**src/rtl/bnn_pkg.sv**
```systemverilog
// Shared defaults and state encoding for the BNN class-vote accumulator.
package bnn_pkg;

    localparam int unsigned NUM_CLASSES = 4;
    localparam int unsigned CNT_W       = 8;

    typedef enum logic [1:0] {
        ST_ACCUM  = 2'd0,
        ST_SCAN   = 2'd1,
        ST_RESULT = 2'd2
    } state_t;

endpackage

```
**src/rtl/bnn_sat_counter.sv**
```systemverilog
// Per-class vote counter: synchronous clear, increment, saturates at all-ones.
module bnn_sat_counter #(
    parameter int unsigned CNT_W = 8
) (
    input  logic             clk,
    input  logic             reset,
    input  logic             inc,
    input  logic             clr,
    output logic [CNT_W-1:0] count
);

    localparam logic [CNT_W-1:0] CNT_MAX = '1;

    always_ff @(posedge clk or posedge reset) begin
        if (reset) begin
            count <= '0;
        end else if (clr) begin
            count <= '0;
        end else if (inc && (count != CNT_MAX)) begin
            count <= count + CNT_W'(1);
        end
    end

endmodule

```
**src/rtl/bnn_vote_accumulator.sv**
```systemverilog
// Accumulates layer-2 class votes over a window, then scans the counters one
// class per cycle and presents the arg-max class with a tie flag.
module bnn_vote_accumulator #(
    parameter  int unsigned NUM_CLASSES = bnn_pkg::NUM_CLASSES,
    parameter  int unsigned CNT_W       = bnn_pkg::CNT_W,
    parameter  int unsigned WINDOW      = 16,
    localparam int unsigned CLS_W       = (NUM_CLASSES > 1) ? $clog2(NUM_CLASSES) : 1
) (
    input  logic                   clk,
    input  logic                   reset,
    input  logic                   in_valid,
    output logic                   in_ready,
    input  logic [NUM_CLASSES-1:0] in_votes,
    input  logic                   clear,
    output logic                   out_valid,
    input  logic                   out_ready,
    output logic [CLS_W-1:0]       out_class,
    output logic [CNT_W-1:0]       out_count,
    output logic                   out_tie
);

    import bnn_pkg::*;

    state_t           state;
    state_t           state_nxt;
    logic             accept;
    logic             last_accept;
    logic             handshake;
    logic             scan_last;
    logic             cnt_clr;
    logic [CNT_W-1:0] counts [NUM_CLASSES];
    logic [CNT_W-1:0] cur_cnt;
    logic [CNT_W-1:0] sample_cnt;
    logic [CLS_W-1:0] scan_idx;

    assign accept      = in_valid && (state == ST_ACCUM) && !clear;
    assign handshake   = out_valid && out_ready;
    assign last_accept = accept && (sample_cnt == CNT_W'(WINDOW - 1));
    assign scan_last   = (scan_idx == CLS_W'(NUM_CLASSES - 1));
    assign cnt_clr     = clear || handshake;
    assign cur_cnt     = counts[scan_idx];

    for (genvar k = 0; k < NUM_CLASSES; k++) begin : g_cnt
        bnn_sat_counter #(.CNT_W(CNT_W)) u_cnt (
            .clk   (clk),
            .reset (reset),
            .inc   (accept && in_votes[k]),
            .clr   (cnt_clr),
            .count (counts[k])
        );
    end

    always_ff @(posedge clk or posedge reset) begin
        if (reset) begin
            state <= ST_ACCUM;
        end else begin
            state <= state_nxt;
        end
    end

    // Clear wins over any accept or output handshake on the same edge.
    always_comb begin
        state_nxt = state;
        case (state)
            ST_ACCUM:  if (last_accept) state_nxt = ST_SCAN;
            ST_SCAN:   if (scan_last)   state_nxt = ST_RESULT;
            ST_RESULT: if (out_ready)   state_nxt = ST_ACCUM;
            default:                    state_nxt = ST_ACCUM;
        endcase
        if (clear) begin
            state_nxt = ST_ACCUM;
        end
    end

    always_ff @(posedge clk or posedge reset) begin
        if (reset) begin
            in_ready  <= 1'b1;
            out_valid <= 1'b0;
        end else begin
            in_ready  <= (state_nxt == ST_ACCUM);
            out_valid <= (state_nxt == ST_RESULT);
        end
    end

    // Running arg-max: first class seeds it, strictly greater replaces, equal flags a tie.
    always_ff @(posedge clk or posedge reset) begin
        if (reset) begin
            sample_cnt <= '0;
            scan_idx   <= '0;
            out_class  <= '0;
            out_count  <= '0;
            out_tie    <= 1'b0;
        end else begin
            if (cnt_clr) begin
                sample_cnt <= '0;
            end else if (accept) begin
                sample_cnt <= sample_cnt + CNT_W'(1);
            end
            if ((state == ST_SCAN) && !clear) begin
                scan_idx <= scan_idx + CLS_W'(1);
                if ((scan_idx == '0) || (cur_cnt > out_count)) begin
                    out_class <= scan_idx;
                    out_count <= cur_cnt;
                    out_tie   <= 1'b0;
                end else if (cur_cnt == out_count) begin
                    out_tie <= 1'b1;
                end
            end else begin
                scan_idx <= '0;
            end
        end
    end

endmodule

```
**config.mk**
```make
export PLATFORM = sky130hd
export DESIGN_NAME = bnn_vote_accumulator
export DESIGN_NICKNAME = d
export VERILOG_FILES = /design/src/rtl/bnn_pkg.sv /design/src/rtl/bnn_sat_counter.sv /design/src/rtl/bnn_vote_accumulator.sv
export SDC_FILE = /design/constraint.sdc
export NUM_CORES = 1
export LEC_CHECK = 0
export BUFFER_PORTS_ARGS = -buffer_cell sky130_fd_sc_hd__buf_4
export CORE_MARGIN = 2
export CORE_UTILIZATION = 64
export CTS_BUF_LIST = sky130_fd_sc_hd__clkbuf_4 sky130_fd_sc_hd__clkbuf_8
export DETAILED_ROUTE_END_ITERATION = 8
export GPL_ROUTABILITY_DRIVEN = 0
export PLACE_DENSITY_LB_ADDON = 0.05
export SLEW_MARGIN = 20
export SYNTH_ARGS = -nofsm -noshare
export SYNTH_HDL_FRONTEND = slang
export SYNTH_SLANG_ARGS = --single-unit
```
**constraint.sdc**
```tcl
create_clock -name clk -period 4.7 [get_ports clk]
set_input_delay 0.47 -clock clk [delete_from_list [all_inputs] [get_ports clk]]
set_output_delay 0.47 -clock clk [all_outputs]
set_load 0.005 [all_outputs]
```
==> summary.md <==
| Metric | Value |
|---|---|
| Leak Pwr | 1.537 nW |
| DR WL/cell | 15.66 µm |
| Worst min path class | in -> async |
| Power per cell area | 274.2 mW/mm² |
| Initial antenna violation count | 0 |
| Die area | 0.005301 mm² |
| Max cap viols | 0 |
| Final net count | 338 |
| Post-route cell area | 0.003397 mm² |
| Mapped Cells | about 290 |
| Initial Util | 0.6546 |
| DP HPWL | 4195 µm |
| Synth Register Bits | 57 |
| Setup Fix Bufs, Post-CTS | 0 |
| Tmin final | between 3 and 4 ns |
| Post-layout util | 0.7338 |
| Slowest cell on crit path | dfrtp_1 |
| Fraction of layout cells with a size suffix above 1 | 0.1981 |
| Crit path DAT | 3.27 ns |
| Root buffer cell | clkbuf_8 |
| Initial drt markers | roughly 170 |
| Die height | 72.81 µm |
| Period utilisation layout | 0.6503 |
| H-tree levels | 3 |
| Worst skew pair latency | 0.33 ns |
| TNS Setup | 0 ns |
| Rows | 25 |
| Core ar. | 0.004629 mm² |
| Vias | 2170 |
| TritonCTS Buffers | 9 |
| Largest net degree at the start of global routing | 58 |
| Worst r2r src | scan_idx[0]$_DFF_PP0_ |
| Data required, critical path | 4.91 ns |
| Max stage delay on crit path | 0.67 ns |
| CTS Sinks | 57 |
| Antenna viol nets, final | 0 |
| Input/output buffers | 21 |
| Chip width | 72.81 µm |
| DRC violations left | 0 |
| Setup crit start | scan_idx[0]$_DFF_PP0_ |
| Least-Margin Pin Slew | 0.8660 ns |
| Router iterations before antenna repair | 4 |
| Placed instance area | 0.003232 mm² |
| CP Cell Sequence | mux4_2 -> ha_1 -> nor2b_1 -> o211ai_1 -> a21oi_1 -> o21ai_0 -> nor2_2 -> mux2_2 |
| Fillers | 353 |
| CP endpoint kind | flop |
| First-pass GRT wire length | 9749 µm |
| Clk_skew | 0.007870 ns |
| I/O pin count | 22 |
| Final Slew Violations | 0 |
| Clk slew on worst S/H paths | 0.06 ns |
| Syn avg cell area | 10.56 µm² |
| Antenna diodes | 0 |
| Vias in the first global route | 2010 |
| RSZ-0062 raised after global routing | false |
| Max Clock Freq | 327.2 MHz |
| Buffers from clock root to sink, at most | 2 |
| Mapped Area | 0.003030 mm² |
| Yosys warning total | 0 |
| Total gr overflow | 0 |
| Register area share after synthesis | 0.4711 |
| Worst slew margin | 0.4135 |
| Netlist cell types | 36 |
| Final setup viols | 0 |
| Hold buffer count at cts | 0 |
| Syn_nets | about 310 |
| Fin Hold WS | approximately 0.33 ns |
| Gr usage total | 0.2490 |
| Area Overhead vs Synth | 12.10% |
| Tot Pwr | 0.9316 mW |
| CP Class | reg -> reg |
| CP max FO | 11 |
| Vias/cell | roughly 6 |
| Final WL | 5827 µm |
| PostCTS Resize Cnt | 0 |
| CTS tree | done |
| Outcome | finished, final reports clean |
| VDD IR max | 0.2426 mV |
| Final Hold Viols | 0 |
| CP Launch Type | flop |
flip-flops by register name (all words and copies together) (netlist names):
signal             count
g_cnt.u_cnt.count     32
in_ready               1
out_class              2
out_count              8
out_tie                1
out_valid              1
sample_cnt             8
scan_idx               2
state                  2
synth_stat cells:
cell type,n,share of area
a211oi_1,1,0.0025
a21o_2,1,0.0029
a21oi_1,9,0.015
a22o_1,1,0.0029
and2_1,2,0.0041
and3_1,4,0.0083
buf_2,1,0.0016
buf_6,1,0.0037
clkbuf_1,4,0.0050
dfrtp_1,56,0.46
dfstp_2,1,0.0087
ha_1,15,0.062
inv_1,16,0.020
mux2_2,10,0.037
mux2i_1,5,0.017
mux4_2,8,0.059
nand2_1,18,0.022
nand3_1,17,0.028
nand3b_1,1,0.0025
nand4_1,7,0.014
nor2_1,49,0.061
nor2_2,1,0.0021
nor2b_1,2,0.0041
nor3_1,4,0.0066
nor3b_1,3,0.0074
nor4_1,2,0.0041
nor4b_4,1,0.0078
o211a_1,1,0.0033
o211ai_1,1,0.0025
o21ai_0,5,0.0083
o311a_2,1,0.0037
o311ai_1,3,0.0087
or3_1,2,0.0041
or3_2,2,0.0050
xnor2_1,15,0.043
xor2_1,17,0.049
report_power, final:
group          total (mW)  switching [mW]  internal [mW]
clock network       0.389           0.184          0.205
registers           0.501         0.00574          0.495
logic              0.0419          0.0266         0.0152
layout by cell type, fill, tap and decap left out, types with 8 or more instances in the layout:
cell      Yosys  layout
nand2_1      18      18
nor2_1       49      49
mux2_2       10      10
xnor2_1      15      15
mux4_2        8       8
a21oi_1       9       9
nand3_1      17      17
ha_1         15      15
xor2_1       17      17
dfrtp_1      56      56
clkbuf_8      0      10
buf_4         0      22
inv_1        16      15
path summary, 6_finish.rpt:
check	endpoint	slack (ns)	depth (start not counted)
setup / recovery	out_class[0]$_DFFE_PP0P_	1.64	8
hold / removal	state[1]$_DFF_PP0_	0.33	3
setup reg to reg	out_class[0]$_DFFE_PP0P_	1.64	8
hold reg to reg	out_class[1]$_DFFE_PP0P_	0.52	1
max in group asynchronous	g_cnt[2].u_cnt.count[2]$_DFFE_PP0P_	3.89	3
min in group clk	out_valid$_DFF_PP0_	0.35	2
kinds of logic after synthesis:
logic type,after synthesis,synth area share
mux,23,0.1131
flops,57,0.4711
simple gates,115,0.1817
xor+xnor,32,0.09249
fa+ha+maj,15,0.06193
compound gates,23,0.04955
buf+inv,22,0.03014
routing by layer:
metal	global-route usage	up-vias	part of all wire
met2	0.3646	52	0.47
met4	0.1173	0	0.022
met5	0	-	0
li1	-	1053	-
met3	0.04144	11	0.039
met1	0.3654	1054	0.47
layout make-up:
| cell class | instances | area (µm²) | share of cell area |
|---|---|---|---|
| multi-input combinational | 208 | 1511 | 0.4449 |
| sequential | 57 | 1428 | 0.4203 |
| timing repair buffer | 22 | 165.2 | 0.04862 |
| clock buffer | 11 | 145.1 | 0.04273 |
| tap | 54 | 67.56 | 0.01989 |
| inverter | 16 | 60.06 | 0.01768 |
| clock inverter | 4 | 20.02 | 0.005893 |
worst max-delay path: cells and delay by family, from the launching register on:
family | cells | cell delay [ns]
adders and majority gates | 1 | 0.30
muxes | 2 | 0.99
and+or+nand+nor | 2 | 0.63
DFF | 1 | 0.67
AOI/OAI and AO/OA | 3 | 0.35
metrics by stage:
step,setup slack [ns],std cells
6_report,1.644,372
3_3_place_gp,1.771,357
5_1_grt,1.433,372
2_1_floorplan,1.793,287
4_1_cts,1.639,372
3_5_place_dp,1.642,357
Power figures use the tool's default switching activity.
